--- config.mk ---
export PLATFORM = sky130hd
export DESIGN_NAME = mmr_irq_coalescer
export DESIGN_NICKNAME = d
export VERILOG_FILES = /design/src/rtl/mmr_irq_coalescer.sv
export SDC_FILE = /design/constraint.sdc
export NUM_CORES = 1
export LEC_CHECK = 0
export CAP_MARGIN = 20
export CORE_ASPECT_RATIO = 0.9
export CORE_MARGIN = 4
export CORE_UTILIZATION = 35
export CTS_CLUSTER_SIZE = 40
export DETAILED_ROUTE_END_ITERATION = 8
export GPL_ROUTABILITY_DRIVEN = 0
export PLACE_DENSITY_LB_ADDON = 0.12
export SYNTH_ARGS = -nofsm -noshare
export SYNTH_HDL_FRONTEND = slang
export SYNTH_SLANG_ARGS = --single-unit
export TNS_END_PERCENT = 1
--- constraint.sdc ---
create_clock -name clock -period 8.77 [get_ports clock]
set_clock_uncertainty 0.15 [all_clocks]
set_input_delay 1.754 -clock clock [delete_from_list [all_inputs] [get_ports clock]]
set_output_delay 1.754 -clock clock [all_outputs]
set_load 0.03 [all_outputs]
--- src/rtl/mmr_irq_coalescer.sv ---
// ============================================================================
//  Module   : mmr_irq_coalescer
//  Purpose  : Coalesces masked MMR interrupt events into one level-sensitive
//             host interrupt, firing on an event-count threshold or a timeout
//             measured from the first event. Bypass mode mirrors the pending
//             status with one cycle of latency.
//  Options  : MMR_IRQ_STATS_EN - when defined, irq_assert_count counts irq
//             rising edges; otherwise it is tied to zero.
//  Revision : 1.0 - initial release
// ============================================================================
`default_nettype none

module mmr_irq_coalescer #(
    parameter int N           = 2,
    parameter int COUNT_WIDTH = 8,
    parameter int TIMER_WIDTH = 16
) (
    input  logic                   clock,
    input  logic                   reset_n,
    input  logic [N*32-1:0]        isr,
    input  logic [N*32-1:0]        imr,
    input  logic [N*32-1:0]        isr_pulses,
    input  logic                   coal_enable,
    input  logic [COUNT_WIDTH-1:0] coal_count_thresh,
    input  logic [TIMER_WIDTH-1:0] coal_timeout,
    output logic                   irq,
    output logic                   irq_pending,
    output logic [COUNT_WIDTH-1:0] event_count,
    output logic [1:0]             state,
    output logic [31:0]            irq_assert_count
);

    typedef enum logic [1:0] {
        ST_IDLE   = 2'd0,
        ST_ARMED  = 2'd1,
        ST_ASSERT = 2'd2
    } state_t;

    localparam logic [COUNT_WIDTH-1:0] c_CNT_MAX   = {COUNT_WIDTH{1'b1}};
    localparam logic [COUNT_WIDTH-1:0] c_CNT_ONE   = {{(COUNT_WIDTH-1){1'b0}}, 1'b1};
    localparam logic [TIMER_WIDTH-1:0] c_TIMER_ONE = {{(TIMER_WIDTH-1){1'b0}}, 1'b1};

    state_t                 r_state;
    logic                   r_irq;
    logic                   r_irq_pending;
    logic                   r_evt_d;
    logic [COUNT_WIDTH-1:0] r_event_count;
    logic [TIMER_WIDTH-1:0] r_timer;

    logic                   w_pend;
    logic                   w_evt;
    logic                   w_quiet;
    logic                   w_timeout_on;
    logic                   w_thresh_le1;
    logic [COUNT_WIDTH:0]   w_count_sum;
    logic                   w_fire;
    logic [COUNT_WIDTH-1:0] w_count_inc;
    logic [TIMER_WIDTH-1:0] w_timer_dec;

    // Event/pending detection and the ARMED-state fire and count arithmetic.
    always_comb begin
        w_pend       = |(isr & imr);
        w_evt        = |(isr_pulses & imr);
        // The ISR lags its pulse by one cycle, so a just-seen event still
        // counts as activity until the ISR word has caught up.
        w_quiet      = !w_pend && !w_evt && !r_evt_d;
        w_timeout_on = (coal_timeout != '0);
        w_thresh_le1 = (coal_count_thresh <= c_CNT_ONE);
        // One bit wider so a saturated count plus a new event still compares high.
        w_count_sum  = {1'b0, r_event_count} + {{COUNT_WIDTH{1'b0}}, w_evt};
        w_fire       = (w_count_sum >= {1'b0, coal_count_thresh}) ||
                       (w_timeout_on && (r_timer == c_TIMER_ONE));
        w_count_inc  = (r_event_count == c_CNT_MAX) ? c_CNT_MAX : w_count_sum[COUNT_WIDTH-1:0];
        // Hold at zero if the timeout is enabled live while the timer is idle.
        w_timer_dec  = (r_timer != '0) ? (r_timer - c_TIMER_ONE) : r_timer;
    end

    // Coalescing FSM with registered irq, count, timer and status outputs.
    always_ff @(posedge clock) begin
        if (!reset_n) begin
            r_state       <= ST_IDLE;
            r_irq         <= 1'b0;
            r_irq_pending <= 1'b0;
            r_evt_d       <= 1'b0;
            r_event_count <= '0;
            r_timer       <= '0;
        end else begin
            r_irq_pending <= w_pend;
            r_evt_d       <= w_evt;
            if (!coal_enable) begin
                r_state       <= ST_IDLE;
                r_irq         <= w_pend;
                r_event_count <= '0;
                r_timer       <= '0;
            end else begin
                case (r_state)
                    ST_IDLE: begin
                        r_irq <= 1'b0;
                        if (w_evt) begin
                            if (w_thresh_le1) begin
                                r_state <= ST_ASSERT;
                            end else begin
                                r_state       <= ST_ARMED;
                                r_event_count <= c_CNT_ONE;
                                r_timer       <= coal_timeout;
                            end
                        end
                    end
                    ST_ARMED: begin
                        r_irq         <= 1'b0;
                        r_event_count <= w_count_inc;
                        if (w_timeout_on) begin
                            r_timer <= w_timer_dec;
                        end
                        if (w_fire) begin
                            r_state <= ST_ASSERT;
                        end else if (w_quiet) begin
                            r_state       <= ST_IDLE;
                            r_event_count <= '0;
                            r_timer       <= '0;
                        end
                    end
                    ST_ASSERT: begin
                        if (w_quiet) begin
                            r_state       <= ST_IDLE;
                            r_irq         <= 1'b0;
                            r_event_count <= '0;
                            r_timer       <= '0;
                        end else begin
                            r_irq <= 1'b1;
                        end
                    end
                    default: begin
                        r_state       <= ST_IDLE;
                        r_irq         <= 1'b0;
                        r_event_count <= '0;
                        r_timer       <= '0;
                    end
                endcase
            end
        end
    end

`ifdef MMR_IRQ_STATS_EN
    logic        r_irq_q;
    logic [31:0] r_assert_count;

    // Count rising edges of the registered irq; wraps naturally at 2^32.
    always_ff @(posedge clock) begin
        if (!reset_n) begin
            r_irq_q        <= 1'b0;
            r_assert_count <= 32'h0;
        end else begin
            r_irq_q <= r_irq;
            if (r_irq && !r_irq_q) begin
                r_assert_count <= r_assert_count + 32'h1;
            end
        end
    end

    assign irq_assert_count = r_assert_count;
`else
    assign irq_assert_count = 32'h0;
`endif

    assign irq         = r_irq;
    assign irq_pending = r_irq_pending;
    assign event_count = r_event_count;
    assign state       = r_state;

endmodule

`default_nettype wire
==> results of run 1 <==
==> worst max-delay path, stage by stage <==
cell and delay (ns):
clkdlybuf4s50_1 0.48, a22o_1 0.23, a221oi_1 0.31, nand4_1 0.16
or4_4 0.66, ha_1 0.24, ha_1 0.23, nand2_1 0.10
nor2_1 0.06, nand3_1 0.10, xnor2_1 0.16, ha_1 0.29
a211o_1 0.26, a21oi_1 0.10, o21ai_0 0.12, a211o_1 0.36
o311a_4 0.45, a32oi_1 0.31, o221ai_2 0.12
==> kinds of logic after synthesis <==
logic type               share of synthesized area
AO/OA/AOI/OAI                                0.412
buffers and inverters                        0.131
AND/OR/NAND/NOR                              0.176
adder cells (fa/ha/maj)                     0.0492
XOR/XNOR                                    0.0402
flip-flops                                   0.190
other                                      0.00123
==> worst paths after layout <==
| path | start | end | slack (ns) | cells after the start |
|---|---|---|---|---|
| worst max register to register | event_count[0]$_SDFFE_PN0P_ | r_timer[10]$_SDFFE_PN0P_ | 5.07 | 14 |
| worst min register to register | r_timer[5]$_SDFFE_PN0P_ | r_timer[5]$_SDFFE_PN0P_ | 0.33 | 2 |
| worst min-delay path | r_timer[5]$_SDFFE_PN0P_ | r_timer[5]$_SDFFE_PN0P_ | 0.33 | 2 |
| worst max-delay path | imr[6] | r_timer[10]$_SDFFE_PN0P_ | 2.26 | 19 |
==> report_power, final <==
part / leakage [nW] / switching, mW / internal, mW / total, mW
combinational: 1.74 / 0.103 / 0.131 / 0.234
sequential: 0.237 / 0.00687 / 0.137 / 0.144
clock: 0.0543 / 0.0565 / 0.0709 / 0.127
==> registers in the layout, indices dropped and copies added (netlist names) <==
name         flops
irq              1
r_evt_d          1
r_timer         16
event_count      8
irq_pending      1
state            2
==> routing by layer <==
| layer | vias up | share of wire | global-route usage |
|---|---|---|---|
| li1 | 1887 | - | - |
| met1 | 1929 | 0.36 | 0.351 |
| met2 | 237 | 0.52 | 0.568 |
| met3 | 44 | 0.070 | 0.0514 |
| met4 | 0 | 0.050 | 0.125 |
| met5 | - | 0 | 0 |
==> through the flow <==
| step | instances | area, µm² |
|---|---|---|
| final | 712 | 5400 |
| after global routing | 712 | 5400 |
| after CTS | 710 | 5400 |
| after detailed placement | 702 | 5300 |
| after global placement | 702 | 5300 |
| after floorplan | 398 | 3170 |
==> layout make-up <==
class / count / area, µm² / area share
antenna: 2 / 5.00 / 0.000927
clock buffer: 7 / 96.3 / 0.0178
clock inverter: 1 / 5.00 / 0.000927
inverter: 20 / 75.1 / 0.0139
multi-input combinational: 304 / 2190 / 0.405
sequential: 29 / 581 / 0.107
tap: 119 / 149 / 0.0276
timing repair buffer: 230 / 2300 / 0.426
==> layout by cell type, fill, tap and decap left out, drive strengths merged, types with 12 or more instances in the layout <==
cell	synthesis	final
inv	20	20
dfxtp	29	29
ha	12	12
nand2	25	25
a221oi	35	35
nand4	12	12
nor2	17	17
clkdlybuf4s50	0	230
xnor2	12	12
a22o	32	32
conb	1	32
==> summary.txt, run 1 <==
Outcome
  • Status: completed

GRT
  • Gr ovfl total: 0
  • Vias in the first global route: 4,223
  • Global-route wire length before repair: 24,300 µm
  • Initial antenna violation count: 2
  • Total global-route track usage: 0.309
  • Largest net degree at the start of global routing: 24

Setup path
  • WP data required: 8.79 ns
  • Worst-path fanout max: 23
  • Crit Path Category: in2reg
  • CP Capture Type: register
  • CP Launch Type: primary input
  • Arr. time, crit path: approximately 6.5 ns

Power and ir drop
  • Peak VDD IR: approximately 50 µV
  • Cell area power density: ~94 nW/µm²
  • Final Total Pwr: ~0.51 mW
  • Leakage: 2.03 nW

Clock network
  • Clk root buf: clkbuf_8
  • H-Tree Depth: 2
  • CTS Hold Buffers Added: 0
  • Inserted Clock Buffers: 5
  • CTS sink cnt: 29
  • Clock transition at the registers of the reported paths: 0.07 ns
  • Clock Path Buffers: 2
  • CTS tree: built
  • Clock latency at the later pin of the worst-skew pair: between 0.2 and 0.3 ns
  • Post-CTS sizing: 0
  • Post-CTS Setup Repair Bufs: 0

Layout
  • Area growth syn-to-layout: 76.9%
  • Fraction of layout cells with a size suffix above 1: 0.0389
  • Final Core Density: 0.633
  • # fillers: 780
  • Layout Nets: 821

Yosys
  • Post-synth top area share: 0.190
  • Post-synth top area cell: dfxtp_1
  • Synth async-reset ratio: 0
  • Cell Area, Synth: 3050 µm²
  • Area contributors post-synth: dfxtp_1 (19%), a22o_1 (9.2%), a221oi_1 (8.6%)
  • Synth unique cells: 60
  • Post-synth top cells: a22o_1 (32), buf_4 (32), a221oi_1 (30), dfxtp_1 (29), nand2_1 (24)
  • Ys flop type: dfxtp_1
  • Post-synth EDFFs: 0
  • Mapped Cells: 367
  • Flops & latches, synth: 29
  • Syn avg cell area: 8.32 µm²
  • Yosys warns: 0
  • Seq/Total Area, Yosys: 0.190

Worst hold path
  • Hold crit path type: reg2reg

Floorplanning
  • Initial core utilization: 0.358
  • # IOs: 263
  • Die area: 10,300 µm²
  • Die X: 106 µm
  • Vert. Die Dim: just under 100 µm
  • Core ar.: 8530 µm²
  • Row count: 32

STA
  • Worst-margin pin slew: roughly 1.0 ns
  • Final Hold Viols: 0
  • Worst setup margin: 2.26 ns
  • Tcrit/Tclk final: 0.742
  • Setup TNS: 0 ns
  • Crit path time final: around 6.5 ns
  • RSZ-0062 raised after global routing: false
  • Final Max Slew Viols: 0
  • Hold Worst Slack: 0.325 ns
  • F_max: 0.154 GHz
  • Setup violators final: 0
  • Slew Limit Headroom: 0.298

Place
  • Post-placement setup slack: roughly 2 ns
  • DP HPWL: ~14,000 µm
  • PortBufs: 230

Detailed routing
  • Initial DRC count: 372
  • DRT Pass-1 Iters: 5
  • Average routed wire per standard cell: 23.4 µm
  • Avg Vias per Cell: about 5.8
  • Remaining routing DRC violations: 0
  • Vias: 4,097
  • Final Routed Wirelength: 16,600 µm
  • Final ANT Viol Nets: 0

Run
  • Max Cap Viol: 0
Power figures use the tool's default switching activity.
==> run 2, diff against run 1 <==
--- a/config.mk
+++ b/config.mk
@@ -8,7 +8,7 @@
 export CAP_MARGIN = 20
 export CORE_ASPECT_RATIO = 0.9
 export CORE_MARGIN = 4
-export CORE_UTILIZATION = 35
+export CORE_UTILIZATION = 29
 export CTS_CLUSTER_SIZE = 40
 export DETAILED_ROUTE_END_ITERATION = 8
 export GPL_ROUTABILITY_DRIVEN = 0
==> constraint.sdc (replaced) <==
create_clock -name clock -period 5.98 [get_ports clock]
set_clock_uncertainty 0.15 [all_clocks]
set_input_delay 1.196 -clock clock [delete_from_list [all_inputs] [get_ports clock]]
set_output_delay 1.196 -clock clock [all_outputs]
set_load 0.03 [all_outputs]
==> summary.txt, run 2 (synthesis gave the netlist of run 1 again) <==
Outcome
  • Status: completed

Worst hold path
  • Hold crit path type: reg2reg
  • HP Start: r_timer[5]$_SDFFE_PN0P_
  • Hold Crit Endpoint: r_timer[5]$_SDFFE_PN0P_
  • WHS Path Cells: 2

Floorplanning
  • Row count: 35
  • Vert. Die Dim: 105 µm
  • Initial core utilization: 0.298
  • Core ar.: between 10,000 and 15,000 µm²
  • Die area: ~12,000 µm²
  • # IOs: 263
  • Die X: 116 µm

Power and ir drop
  • Peak VDD IR: 137 µV
  • Cell area power density: roughly 140 nW/µm²
  • Leakage: about 2.1 nW

Layout
  • Most frequent cells in the layout: clkdlybuf4s50_1 (230), a22o_1 (32), conb_1 (32)
  • Final instance area: 5530 µm²
  • # fillers: 997
  • Final Core Density: 0.540
  • Fraction of layout cells with a size suffix above 1: 0.0534
  • Most common cell after layout, fill and taps aside: clkdlybuf4s50_1
  • Layout Nets: 829
  • Number of flip-flops in the largest register: 16
  • Area growth syn-to-layout: 81.2%
  • Top reg by flops: r_timer

Clock network
  • Post-CTS Setup Repair Bufs: 0
  • Inserted Clock Buffers: 5
  • CTS sink cnt: 29
  • Clock latency at the later pin of the worst-skew pair: 0.28 ns
  • Clock transition at the registers of the reported paths: 0.05 ns
  • CTS tree: built
  • Clock Path Buffers: 2
  • Clk root buf: clkbuf_16
  • H-Tree Depth: 2

Setup path
  • Worst reg-to-reg path cell count: 14
  • Reg-to-Reg End: r_timer[0]$_SDFFE_PN0P_
  • CP startpoint: imr[30]
  • Reg-to-Reg Start: event_count[0]$_SDFFE_PN0P_
  • Crit Path Category: in2reg
  • CP Capture Type: register
  • WP data required: between 5 and 6 ns
  • Arr. time, crit path: 5.67 ns
  • CP Launch Type: primary input
  • Worst-path fanout max: 23
  • Reg2reg setup slack: 2.43 ns

GRT
  • Vias in the first global route: between 4,000 and 5,000
  • Gr ovfl total: 0
  • Largest net degree at the start of global routing: 24
  • Global-route wire length before repair: about 24,000 µm
  • Initial antenna violation count: 5
  • Total global-route track usage: 0.261

Run
  • Max Cap Viol: 0

Place
  • PortBufs: 230
  • Post-placement setup slack: -0.0592 ns
  • Area after DPL: 5370 µm²
  • DP HPWL: about 14,000 µm

Detailed routing
  • Initial DRC count: 330
  • Final ANT Viol Nets: 0
  • DRT Pass-1 Iters: 5
  • Final Routed Wirelength: 16,600 µm
  • Vias: 4,002
  • Average routed wire per standard cell: ~23 µm
  • Remaining routing DRC violations: 0
  • Avg Vias per Cell: 5.46

STA
  • Slew Limit Headroom: 0.304
  • Setup violators final: 0
  • Final Max Slew Viols: 0
  • Worst setup margin: 0.299 ns
  • RSZ-0062 raised after global routing: true
  • Tcrit/Tclk final: 0.950
  • Worst-margin pin slew: 1.04 ns
  • Crit path time final: 5.68 ns
  • Final Hold Viols: 0
  • F_max: about 0.18 GHz
[run 2: cell types whose count changed in the layout (fill, tap and decap cells not counted)]
cell and delta:
clkbuf_16 +5, a221oi_2 +1, clkbuf_8 -7, clkbuf_1 +1, a32oi_1 -1, a32oi_2 +1, diode_2 +3, buf_4 +8
a221oi_1 -1, clkinv_2 +1
[run 2: worst max-delay path by stage]
stage / to / slack (ns) / cells after the start
after floorplan: r_timer[10]$_SDFFE_PN0P_ / 0.68 / 20
after global placement: r_timer[14]$_SDFFE_PN0P_ / -0.05 / 19
after detailed placement: r_timer[0]$_SDFFE_PN0P_ / -0.06 / 19
after CTS: r_timer[0]$_SDFFE_PN0P_ / 0.21 / 19
after global routing: r_timer[10]$_SDFFE_PN0P_ / -0.03 / 20
final: r_timer[0]$_SDFFE_PN0P_ / 0.30 / 20
[run 2: what timing repair did]
action | 4_1_cts | 5_1_grt
hold buffers | 0 | 0
setup endpoints to repair | 0 | 11
resized for setup | 0 | 2
[run 2: per-layer routing]
layer  GRT usage  up-vias  routed length, µm
li1            -     1901                  -
met3      0.0390       20               1050
met4      0.0679        0                414
met1       0.319     1882               6440
met2       0.470      199               8730
met5           0        -                  0
[run 2: worst max-delay path, stage by stage]
cell and delay (ns):
clkdlybuf4s50_1 0.46, a22o_1 0.22, a221oi_1 0.25, buf_4 0.17, nand4_1 0.10, or4_4 0.52
ha_1 0.21, ha_1 0.19, nand2_1 0.08, nor2_1 0.05, nand3_1 0.09, xnor2_1 0.14
ha_1 0.27, a211o_1 0.26, a21oi_1 0.11, o21ai_0 0.14, a211o_1 0.37, o311a_4 0.44
a32oi_1 0.25, o221ai_1 0.13
[run 2: metrics by stage]
stage | hold slack (ns) | setup TNS, ns | power [mW] | instances
floorplan | 0.280 | 0 | 0.373 | 398
global placement | 0.300 | -0.165 | 0.552 | 720
detailed placement | 0.305 | -0.237 | 0.555 | 720
CTS | 0.312 | 0 | 0.795 | 728
global route | 0.333 | -0.101 | 0.829 | 733
finish | 0.307 | 0 | 0.798 | 733
[run 2: cell type report]
cell class                      count  area, µm²  share of cell area
Antenna cell                        5       12.5             0.00226
Clock buffer                        6        129              0.0233
Sequential cell                    29        581               0.105
Tap cell                          129        161              0.0292
Clock inverter                      2       10.0             0.00181
Multi-Input combinational cell    304       2200               0.398
Timing Repair Buffer              238       2360               0.427
Inverter                           20       75.1              0.0136
[run 2: power by group]
part | internal (mW) | switching (mW) | total, mW
sequential | 0.202 | 0.00981 | 0.212
combinational | 0.196 | 0.149 | 0.345
clock | 0.153 | 0.0892 | 0.242
